===== src/rtl/uart_tx_arbiter.sv =====
// Round-robin arbiter sharing one UART transmitter among NUM_REQ byte sources.
// Latches the winning byte, strobes the transmitter, waits for done or timeout, then idles a gap.
module uart_tx_arbiter #(
    parameter int unsigned NUM_REQ        = 4,
    parameter int unsigned DATA_W         = 8,
    parameter int unsigned PULSE_CYCLES   = 3,
    parameter int unsigned TIMEOUT_CYCLES = 200000,
    parameter int unsigned GAP_CYCLES     = 2
) (
    input  logic                         clk,
    input  logic                         reset,
    input  logic [NUM_REQ-1:0]           req,
    input  logic [NUM_REQ*DATA_W-1:0]    req_data,
    output logic [NUM_REQ-1:0]           grant,
    output logic [DATA_W-1:0]            tx_data,
    output logic                         tx_start,
    input  logic                         tx_done,
    output logic                         busy,
    output logic                         timeout_err,
    output logic [$clog2(NUM_REQ)-1:0]   err_id
);

    localparam int unsigned IdW  = $clog2(NUM_REQ);
    localparam int unsigned ToW  = $clog2(TIMEOUT_CYCLES + 1);
    localparam int unsigned PuW  = $clog2(PULSE_CYCLES + 1);
    // A zero-length gap still needs a one-bit counter to keep the declaration legal.
    localparam int unsigned GapW = (GAP_CYCLES > 0) ? $clog2(GAP_CYCLES + 1) : 1;

    typedef enum logic [1:0] {StIdle, StStart, StWait, StGap} state_e;

    state_e              state_q, state_d;
    logic [IdW-1:0]      last_q, last_d;
    logic [IdW-1:0]      cur_q, cur_d;
    logic [NUM_REQ-1:0]  grant_q, grant_d;
    logic [DATA_W-1:0]   tx_data_q, tx_data_d;
    logic                tx_start_q, tx_start_d;
    logic                busy_q, busy_d;
    logic                timeout_err_q, timeout_err_d;
    logic [IdW-1:0]      err_id_q, err_id_d;
    logic                tx_done_q;
    logic [PuW-1:0]      pulse_cnt_q, pulse_cnt_d;
    logic [ToW-1:0]      to_cnt_q, to_cnt_d;
    logic [GapW-1:0]     gap_cnt_q, gap_cnt_d;

    logic                any_req;
    logic [IdW-1:0]      winner;
    int unsigned         arb_idx;
    logic                done_edge;
    logic                timed_out;

    assign done_edge = tx_done & ~tx_done_q;
    assign timed_out = (to_cnt_q == ToW'(TIMEOUT_CYCLES - 1));

    // Descending scan so the smallest offset after last_q is written last and wins.
    always_comb begin
        any_req = 1'b0;
        winner  = last_q;
        arb_idx = 0;
        for (int k = NUM_REQ; k >= 1; k--) begin
            arb_idx = (int'(last_q) + k) % NUM_REQ;
            if (req[arb_idx]) begin
                any_req = 1'b1;
                winner  = IdW'(arb_idx);
            end
        end
    end

    always_ff @(posedge clk) begin
        if (reset) begin
            state_q       <= StIdle;
            last_q        <= IdW'(NUM_REQ - 1);
            cur_q         <= '0;
            grant_q       <= '0;
            tx_data_q     <= '0;
            tx_start_q    <= 1'b0;
            busy_q        <= 1'b0;
            timeout_err_q <= 1'b0;
            err_id_q      <= '0;
            tx_done_q     <= 1'b0;
            pulse_cnt_q   <= '0;
            to_cnt_q      <= '0;
            gap_cnt_q     <= '0;
        end else begin
            state_q       <= state_d;
            last_q        <= last_d;
            cur_q         <= cur_d;
            grant_q       <= grant_d;
            tx_data_q     <= tx_data_d;
            tx_start_q    <= tx_start_d;
            busy_q        <= busy_d;
            timeout_err_q <= timeout_err_d;
            err_id_q      <= err_id_d;
            tx_done_q     <= tx_done;
            pulse_cnt_q   <= pulse_cnt_d;
            to_cnt_q      <= to_cnt_d;
            gap_cnt_q     <= gap_cnt_d;
        end
    end

    always_comb begin
        state_d     = state_q;
        pulse_cnt_d = pulse_cnt_q;
        to_cnt_d    = to_cnt_q;
        gap_cnt_d   = gap_cnt_q;
        unique case (state_q)
            StIdle: begin
                if (any_req) begin
                    state_d     = StStart;
                    pulse_cnt_d = '0;
                end
            end
            StStart: begin
                if (pulse_cnt_q == PuW'(PULSE_CYCLES - 1)) begin
                    state_d  = StWait;
                    to_cnt_d = '0;
                end else begin
                    pulse_cnt_d = pulse_cnt_q + PuW'(1);
                end
            end
            StWait: begin
                if (done_edge || timed_out) begin
                    state_d   = (GAP_CYCLES == 0) ? StIdle : StGap;
                    gap_cnt_d = '0;
                end else begin
                    to_cnt_d = to_cnt_q + ToW'(1);
                end
            end
            StGap: begin
                if (gap_cnt_q == GapW'(GAP_CYCLES - 1)) begin
                    state_d = StIdle;
                end else begin
                    gap_cnt_d = gap_cnt_q + GapW'(1);
                end
            end
            default: state_d = StIdle;
        endcase
    end

    // Registered outputs are computed from the transition so they line up with the new state.
    always_comb begin
        grant_d       = '0;
        tx_data_d     = tx_data_q;
        cur_d         = cur_q;
        last_d        = last_q;
        timeout_err_d = 1'b0;
        err_id_d      = err_id_q;
        if (state_q == StIdle && any_req) begin
            grant_d[winner] = 1'b1;
            tx_data_d       = req_data[winner*DATA_W +: DATA_W];
            cur_d           = winner;
            last_d          = winner;
        end
        // A done edge in the same cycle as the timeout takes precedence.
        if (state_q == StWait && !done_edge && timed_out) begin
            timeout_err_d = 1'b1;
            err_id_d      = cur_q;
        end
        tx_start_d = (state_d == StStart);
        busy_d     = (state_d != StIdle);
    end

    assign grant       = grant_q;
    assign tx_data     = tx_data_q;
    assign tx_start    = tx_start_q;
    assign busy        = busy_q;
    assign timeout_err = timeout_err_q;
    assign err_id      = err_id_q;

endmodule


===== config.mk =====
export PLATFORM = sky130hd
export DESIGN_NAME = uart_tx_arbiter
export DESIGN_NICKNAME = d
export VERILOG_FILES = /design/src/rtl/uart_tx_arbiter.sv
export SDC_FILE = /design/constraint.sdc
export NUM_CORES = 1
export LEC_CHECK = 0
export CORE_MARGIN = 2
export CORE_UTILIZATION = 40
export CTS_CLUSTER_DIAMETER = 120
export DETAILED_ROUTE_END_ITERATION = 10
export PLACE_DENSITY = 0.73
export SKIP_LAST_GASP = 1
export SLEW_MARGIN = 20
export SYNTH_ARGS = -nofsm -noshare
export SYNTH_HDL_FRONTEND = slang
export SYNTH_SLANG_ARGS = --single-unit

===== constraint.sdc =====
create_clock -name clk -period 1.7 [get_ports clk]
set_input_delay 0.34 -clock clk [delete_from_list [all_inputs] [get_ports clk]]
set_output_delay 0.34 -clock clk [all_outputs]
set_load 0.03 [all_outputs]

==> Word level (Yosys, flattened, before mapping) <==
Cells that the tools add are included.
Widths: inputs -> output; s select.
{ "classes": {"n_mux": 33, "bitwise": 3, "n_shift": 1, "n_eq_ne": 13, "magnitude_cmp": 6, "add_sub_neg": 7, "n_reduce_logical": 15} }
{ "op_table": {"columns": ["cell", "n"], "rows": [
  ["$mux 18", 2],
  ["$pmux 18 s2", 1],
  ["$shiftx 32x6->8", 1],
  ["$mux 2", 12],
  ["$add 18x1->18 const B", 1],
  ["$eq 18x18->1 const B", 1],
  ["$lt 2x3->1 const B", 5],
  ["$ne 2x2->1 const B", 6],
  ["$mux 1", 10],
  ["$reduce_and 3->1", 3],
  ["$add 2x1->2 const B", 4],
  ["$bmux 1 s2", 4],
  ["$pmux 2 s2", 2],
  ["$pmux 2 s4", 1],
  ["$reduce_bool 2->1", 4],
  ["$eq 2x1->1 const B", 3],
  ["$eq 2x2->1 const B", 3],
  ["$add 2x2->2 const B", 2],
  ["$logic_and 1x1->1", 4],
  ["$demux 1 s2", 1],
  ["$ge 2x1->1 const B", 1],
  ["$logic_not 2->1", 1],
  ["$not 1->1", 2],
  ["$reduce_or 2->1", 1],
  ["3 further kinds", 3]
]} }
{ "word_totals": {"out_inout_bits": 17, "wordCells": 91, "in_bits": 39, "ff_bits": 46} }

==> Depth between registers and ports, before layout <==
Gate-level depths: netlist of the first run.
{ "depth": {"depth_word": 11, "ltp_mapped": 7, "mapped_depth_nobuf": 7} }

==> Least setup slack after synthesis of the first run <==
Ideal clock, no wire load.
{ "synth_timing": {"kind": "flip-flop to flip-flop", "from": "reg to_cnt_q[7]", "to": "reg to_cnt_q[0]", "setup_ns": 0.103, "setup_slack_ns": 0.133, "stages_incl_launch_ff": 6, "required_ns": 1.597, "n_path_buf": 0, "synth_period_minus_slack_ns": 1.567, "arrival_ns": 1.463, "path_cell_list": "dfxtp_1 -> nor4b_4 -> and3_4 -> a21boi_2 -> and3_4 -> a2111oi_2"} }
{ "synth_between": {"elab_chain_len": 4} }
{ "synth_lines": {"columns": ["item", "line", "text"], "rows": [
  ["start, declared", "42", "logic [ToW-1:0] to_cnt_q, to_cnt_d;"],
  ["start signal, assigned", "95", "to_cnt_q <= to_cnt_d;"],
  ["$eq 18x18->1", "52", "assign timed_out = (to_cnt_q == ToW'(TIMEOUT_CYCLES - 1));"],
  ["$logic_or 1x1->1", "121", "if (done_edge || timed_out) begin"],
  ["$ne 2x2->1 (no source line)", null, null],
  ["$reduce_and 3->1 (no source line)", null, null]
]} }
No other way between the ends.
A chain may end at the register's enable or synchronous reset.

==> Final worst setup path of the first run <==
{ "layout_timing": {"from": "reg tx_data_q[3] (netlist: tx_data[3])", "to": "out tx_data[3]"} }
{ "layout_rtl": {"columns": ["item", "line", "text"], "rows": [
  ["start, declared", "35", "logic [DATA_W-1:0] tx_data_q, tx_data_d;"],
  ["start signal, assigned", "88", "tx_data_q <= tx_data_d;"],
  ["end, declared", "15", "output logic [DATA_W-1:0] tx_data,"]
]} }
No word-level cell between the ends.

==> impl_metrics.py, run 1 <==
metrics = {
    "logic_synthesis": {
        "synth_async_sr_flop_share_pct": 0,
        "synthCells": 271,
        "ys_seq_elements": 46,
        "ys_seq_area_share_pct": 38.6,
        "synth_edf_count": 0,
        "avgSynthCellArea_sq_um": 8.80,
        "synthesis.area_sq_um": 2390,
        "ys_types": 55,
        "yosys_warnings": 0,
        "syn_nets": 313,
        "synth_ff_type": "dfxtp_1",
    },
    "clock_network": {
        "cts_buffer_depth": 2,
        "numClockSinks": 46,
        "cts-htree-levels": 2,
        "clk_latency_ns": 0.30,
        "cts_root_buffer": "clkbuf_8",
        "cts_tree": "done",
        "cts_buffers": 5,
        "clkTransAtPathRegs_ns": 0.09,
    },
    "timing": {
        "fin_crit_ns": 1.66,
        "hold_violations": 0,
        "setup_viol": 0,
        "fmax_mhz": 602,
        "finalMaxSlewViolations": 0,
        "worst_pin_slew_ns": 0.434,
        "fin_ws_ns": 0.0386,
        "skew_ns": 0.00581,
        "rsz0062_at_grt": "yes",
        "slew_headroom_pct": 71.0,
        "whs_ns": 0.467,
        "fin_crit_sh_pct": 97.7,
    },
    "place": {
        "place_hpwl_microns": 4560,
        "dp.cells": 428,
        "place_ws_ns": -0.674,
        "place_congestion": 0.835,
        "portBuffers": 55,
    },
    "setup_path": {
        "crit_path_cell_trace": "clkdlybuf4s50_1",
        "critPathSlowestCell": "clkdlybuf4s50_1",
        "critPathBufInv": 1,
        "start_kind": "flip-flop",
        "worstPathMaxFanout": 2,
        "crit_family": "buffers and inverters",
        "critPathCaptureType": "output pin",
        "required_ns": 1.36,
        "worstPathArrival_ns": 1.32,
        "worst-setup-path-type": "flip-flop to output pin",
        "max_stage_delay_ns": 0.67,
    },
    "layout": {
        "area_delta_synth_final_pct": 48.9,
        "nets": 408,
        "final_cell_mix": "clkdlybuf4s50_1, dfxtp_1, buf_4, o21ai_0, nor2_1",
        "finalCoreUtilization_pct": 60.7,
        "fill_cells": 485,
        "fin_cells": 441,
        "antenna_cells": 0,
        "multi_input_area_sq_um": 1530,
        "drive_gt1_share_pct": 26.2,
        "ff_latch_area_sq_um": 927,
        "final_common_cell": "clkdlybuf4s50_1",
    },
    "routing": {
        "vias": 2363,
        "dr.pass1.iters": 4,
        "wl_per_cell_microns": 14.1,
        "ant_nets": 0,
        "totalWireLength_microns": 6230,
        "vias_per_cell": 5.36,
        "drt_iter0_drc": 77,
        "drc_errors": 0,
    },
    "hold_path": {
        "hold_path_class": "flip-flop to flip-flop",
    },
    "power_and_ir_drop": {
        "fin_total_pwr_mw": 2.59,
        "ir_drop_mv": 0.339,
        "p_leak_nw": 1.38,
        "power_density_nw_per_um2": 729,
    },
    "floorplan": {
        "initial_core_util_pct": 40.8,
        "core_area_sq_um": 5850,
        "floorplan.rows": 28,
        "die_area_sq_um": 6600,
        "chipHeight_microns": 81.2,
        "die_x_microns": 81.2,
        "io_pins": 56,
    },
    "grt": {
        "grt_usage_pct": 19.3,
        "grt_overflow": 0,
        "antenna_found_initial": 0,
        "grt_pass1_wl_microns": 9920,
        "grt_max_degree": 17,
        "grt_pass1_vias": 2291,
    },
    "status": {
        "status": "complete, no violations",
    },
    "run": {
        "maxCapViolCount": 0,
    },
}
-- state kept, by name, indices dropped and copies added, names as in the netlist, 2 cells and up --
register	flops
last_q	2
state_q	2
gap_cnt_q	2
cur_q	2
tx_data	8
err_id	2
grant	4
pulse_cnt_q	2
to_cnt_q	18
-- area by class of cell --
type / count / area share [%]
Sequential cell: 46 / 26.1
Clock buffer: 5 / 1.94
Timing Repair Buffer: 100 / 25.5
Multi-Input combinational cell: 209 / 43.0
Tap cell: 75 / 2.64
Inverter: 4 / 0.423
Clock inverter: 2 / 0.423
-- worst paths after layout --
path	slack (ns)	cells after the start	endpoint	start
worst min-delay path	0.47	2	err_id[1]$_SDFFE_PP0P_	cur_q[1]$_SDFFE_PP0P_
worst max register to register	0.05	5	to_cnt_q[0]$_SDFFE_PP0P_	to_cnt_q[14]$_SDFFE_PP0P_
worst min register to register	0.47	2	err_id[1]$_SDFFE_PP0P_	cur_q[1]$_SDFFE_PP0P_
worst max-delay path	0.04	1	tx_data[3]	tx_data[3]$_SDFFE_PP0P_
-- stage by stage --
stage,setup TNS [ns],area (sq um)
2_1_floorplan,0,2390
5_1_grt,-0.113,3550
3_3_place_gp,-10.05,3260
4_1_cts,0,3460
3_5_place_dp,-11.34,3260
6_report,0,3550
-- power by group --
| part | switching, mW | internal [mW] |
|---|---|---|
| clock | 0.369 | 0.281 |
| combinational | 0.391 | 0.365 |
| sequential | 0.0413 | 1.14 |
-- synth_stat cells, types with 4 or more instances --
master | count | area, sq um
dfxtp_1 | 46 | 921
nor3_1 | 11 | 55.1
nand2_1 | 19 | 71.3
and3_1 | 4 | 25.0
mux2i_1 | 10 | 100
inv_1 | 4 | 15.0
a221oi_1 | 9 | 78.8
a211oi_1 | 9 | 67.6
nand3_1 | 8 | 40.0
a21oi_1 | 14 | 70.1
o21ai_0 | 20 | 100
nand2b_1 | 9 | 56.3
clkbuf_1 | 8 | 30.0
nor2_1 | 20 | 75.1
xor2_1 | 4 | 35.0
nand4_1 | 5 | 31.3
and2_1 | 12 | 75.1
xnor2_1 | 4 | 35.0
-- kinds of logic (layout without fill, tap and decap cells) --
family | after synthesis | in the layout | share of synthesized area [%]
AOI/OAI and AO/OA | 69 | 69 | 19.3
xor gates and xnor gates | 8 | 8 | 2.94
adders and majority gates | 3 | 3 | 1.57
buffers and inverters | 17 | 111 | 3.67
DFF | 46 | 46 | 38.6
muxes | 10 | 10 | 4.20
and+or+nand+nor | 118 | 119 | 29.7
-- layer usage --
layer  vias up  global-route usage [%]  wire (microns)
met5         -                       0               0
met2        61                    34.6            3270
li1       1185                       -               -
met1      1108                    21.9            2600
met4         0                    6.44              61
met3         9                    5.33             299
-- what timing repair did --
action                                  4_1_cts  5_1_grt
pin swaps                                     7        5
gates resized for setup                      27       18
setup buffers                                 0        4
hold endpoints to repair                      0        0
cloned                                        1        1
endpoints found under the setup margin       11       29
hold buffers                                  0        0
Power figures use the tool's default switching activity.
==> run 2, diff against run 1 <==
- CORE_MARGIN: 2 -> 4
==> run 2 against run 1 <==
Effect of this change:
- sequential power about the same
- non-clock buffer count down 1
- clock skew up 0.0015 ns
- register-to-register slack about the same
- critical path type unchanged
- power down 1.2%
- global-route usage down 1.8 points
- sequential share of layout area up 0.33 points
- clock-buffer cell count unchanged
- die area up 10%
- final cell count down 1.1%
- combinational power down 1%
- setup slack worse by 0.0027 ns
==> impl_metrics.py, run 2 (synthesis results as in run 1) <==
metrics = {
    "timing": {
        "hold_violations": 0,
        "setup_viol": 0,
        "worst_pin_slew_ns": 0.674,
        "whs_ns": 0.461,
        "skew_ns": 0.00735,
        "fmax_mhz": 601,
        "finalMaxSlewViolations": 0,
        "rsz0062_at_grt": "yes",
        "fin_crit_sh_pct": 97.9,
        "fin_crit_ns": 1.66,
        "slew_headroom_pct": 54.9,
    },
    "layout": {
        "nets": 406,
        "largest_register": "to_cnt_q",
        "drive_gt1_share_pct": 24.7,
        "final_common_cell": "clkdlybuf4s50_1",
        "largest_reg_flops": 18,
        "final_cell_mix": "clkdlybuf4s50_1, dfxtp_1, buf_4, o21ai_0, nor2_1",
        "area_delta_synth_final_pct": 47.5,
        "finalCoreUtilization_pct": 62.4,
        "fill_cells": 491,
        "antenna_cells": 0,
    },
    "grt": {
        "grt_max_degree": 17,
        "antenna_found_initial": 0,
        "grt_pass1_vias": 2397,
        "grt_overflow": 0,
        "grt_usage_pct": 17.4,
        "grt_pass1_wl_microns": 10400,
    },
    "power_and_ir_drop": {
        "power_frac_seq_pct": 46.0,
        "p_sw_share_pct": 30.0,
        "ir_drop_mv": 0.390,
        "pwr-share-comb_pct": 29.1,
        "p_leak_nw": 1.40,
        "clkPwrFrac_pct": 24.9,
        "p_int_mw": 1.79,
        "switchingPower_uw": 768,
        "power_density_nw_per_um2": 728,
    },
    "setup_path": {
        "worst-setup-path-type": "flip-flop to output pin",
        "critPathBufInv": 1,
        "worstPathArrival_ns": 1.32,
        "startpoint": "tx_data[1]$_SDFFE_PP0P_",
        "worstPathMaxFanout": 2,
        "required_ns": 1.36,
        "critPathSlowestCell": "clkdlybuf4s50_1",
        "crit_family": "buffers and inverters",
        "regToRegEndpoint": "to_cnt_q[1]$_SDFFE_PP0P_",
        "crit_path_cell_trace": "clkdlybuf4s50_1",
        "start_kind": "flip-flop",
        "rr_worst_depth": 6,
        "max_stage_delay_ns": 0.68,
        "r2r_setup_slack_ns": 0.05,
        "critPathCaptureType": "output pin",
        "rr_startpoint": "to_cnt_q[14]$_SDFFE_PP0P_",
    },
    "routing": {
        "vias": 2365,
        "dr.pass1.iters": 4,
        "wl_per_cell_microns": 14.5,
        "totalWireLength_microns": 6300,
        "ant_nets": 0,
        "vias_per_cell": 5.42,
        "drt_iter0_drc": 90,
        "drc_errors": 0,
    },
    "place": {
        "place_congestion": 0.919,
        "portBuffers": 55,
        "place_hpwl_microns": 4640,
    },
    "clock_network": {
        "cts_buffers": 5,
        "cts_root_buffer": "clkbuf_8",
        "cts-htree-levels": 2,
        "cts_tree": "done",
        "hold_buffers": 0,
        "clk_latency_ns": 0.30,
        "numClockSinks": 46,
        "clkTransAtPathRegs_ns": 0.08,
        "cts_buffer_depth": 2,
    },
    "floorplan": {
        "floorplan.rows": 27,
        "core_area_sq_um": 5640,
        "die_area_sq_um": 7270,
        "io_pins": 56,
        "initial_core_util_pct": 42.3,
        "die_x_microns": 85.2,
        "chipHeight_microns": 85.2,
    },
    "run": {
        "maxCapViolCount": 0,
    },
    "status": {
        "status": "complete, no violations",
    },
    "hold_path": {
        "min-delay-start": "cur_q[0]$_SDFFE_PP0P_",
        "whs_path_depth": 2,
        "hold-path-endpoint": "err_id[0]$_SDFFE_PP0P_",
        "hold_path_class": "flip-flop to flip-flop",
    },
}
[run 2: changes by cell type in the layout (fill, tap and decap cells not counted), moves of 2 or more]
cell | previous run | this run
a221oi_2 | 8 | 2
a21oi_2 | 0 | 3
a21oi_1 | 13 | 11
clkinv_2 | 0 | 2
clkinvlp_4 | 2 | 0
clkdlybuf4s50_1 | 47 | 45
a221oi_1 | 1 | 7
[run 2: power groups by stage]
stage                     combinational, mW  sequential, mW  clock (mW)
after floorplan                       0.267            1.29           0
after global placement                0.659            1.20           0
after detailed placement              0.667            1.20           0
after CTS                             0.741            1.18       0.655
after global routing                  0.806            1.19       0.692
final                                 0.746            1.18       0.637
[run 2: worst min-delay path, stage by stage, from the launching register on]
cell	delay (ns)
dfxtp_1	0.32
nand2_1	0.05
a21oi_1	0.05
[run 2: per-stage QoR]
stage | worst slack, ns | power (mW) | area, sq um | std cells | setup TNS (ns)
floorplan | 0.133 | 1.56 | 2390 | 271 | 0
global placement | -0.629 | 1.86 | 3220 | 419 | -10.0
detailed placement | -0.641 | 1.87 | 3220 | 419 | -10.77
CTS | 0.00359 | 2.57 | 3400 | 429 | 0
global route | -0.0580 | 2.69 | 3520 | 436 | -0.134
finish | 0.0359 | 2.56 | 3520 | 436 | 0
[run 2: cell type report]
class	count	area [sq um]	area share (%)
Multi-Input combinational cell	208	1470	41.9
Timing Repair Buffer	99	931	26.5
Clock inverter	2	10.0	0.284
Clock buffer	5	68.8	1.96
Tap cell	72	90.1	2.56
Sequential cell	46	930	26.4
Inverter	4	15.0	0.427
[run 2: how the worst max path moves through the flow]
stage / end / cells after the start
global placement: grant[3]$_SDFF_PP0_ / 5
global route: to_cnt_q[1]$_SDFFE_PP0P_ / 6
detailed placement: tx_data[2]$_SDFFE_PP0P_ / 5
floorplan: to_cnt_q[0]$_SDFFE_PP0P_ / 5
CTS: to_cnt_q[1]$_SDFFE_PP0P_ / 6
finish: tx_data[1] / 1
[run 2: routing by layer]
metal,part of all wire (%),wire (microns),global-route usage (%),vias to the layer above
met3,6.1,385,5.53,13
li1,-,-,-,1184
met5,0,0,0,-
met2,51,3190,32.8,61
met1,41,2580,17.6,1107
met4,2.3,143,7.05,0
[run 2: repair_timing]
action / 4_1_cts / 5_1_grt
setup buffers: 1 / 7
gates resized for setup: 16 / 21
setup endpoints to repair: 11 / 24
pin swaps: 2 / 9
gates cloned: 2 / 0
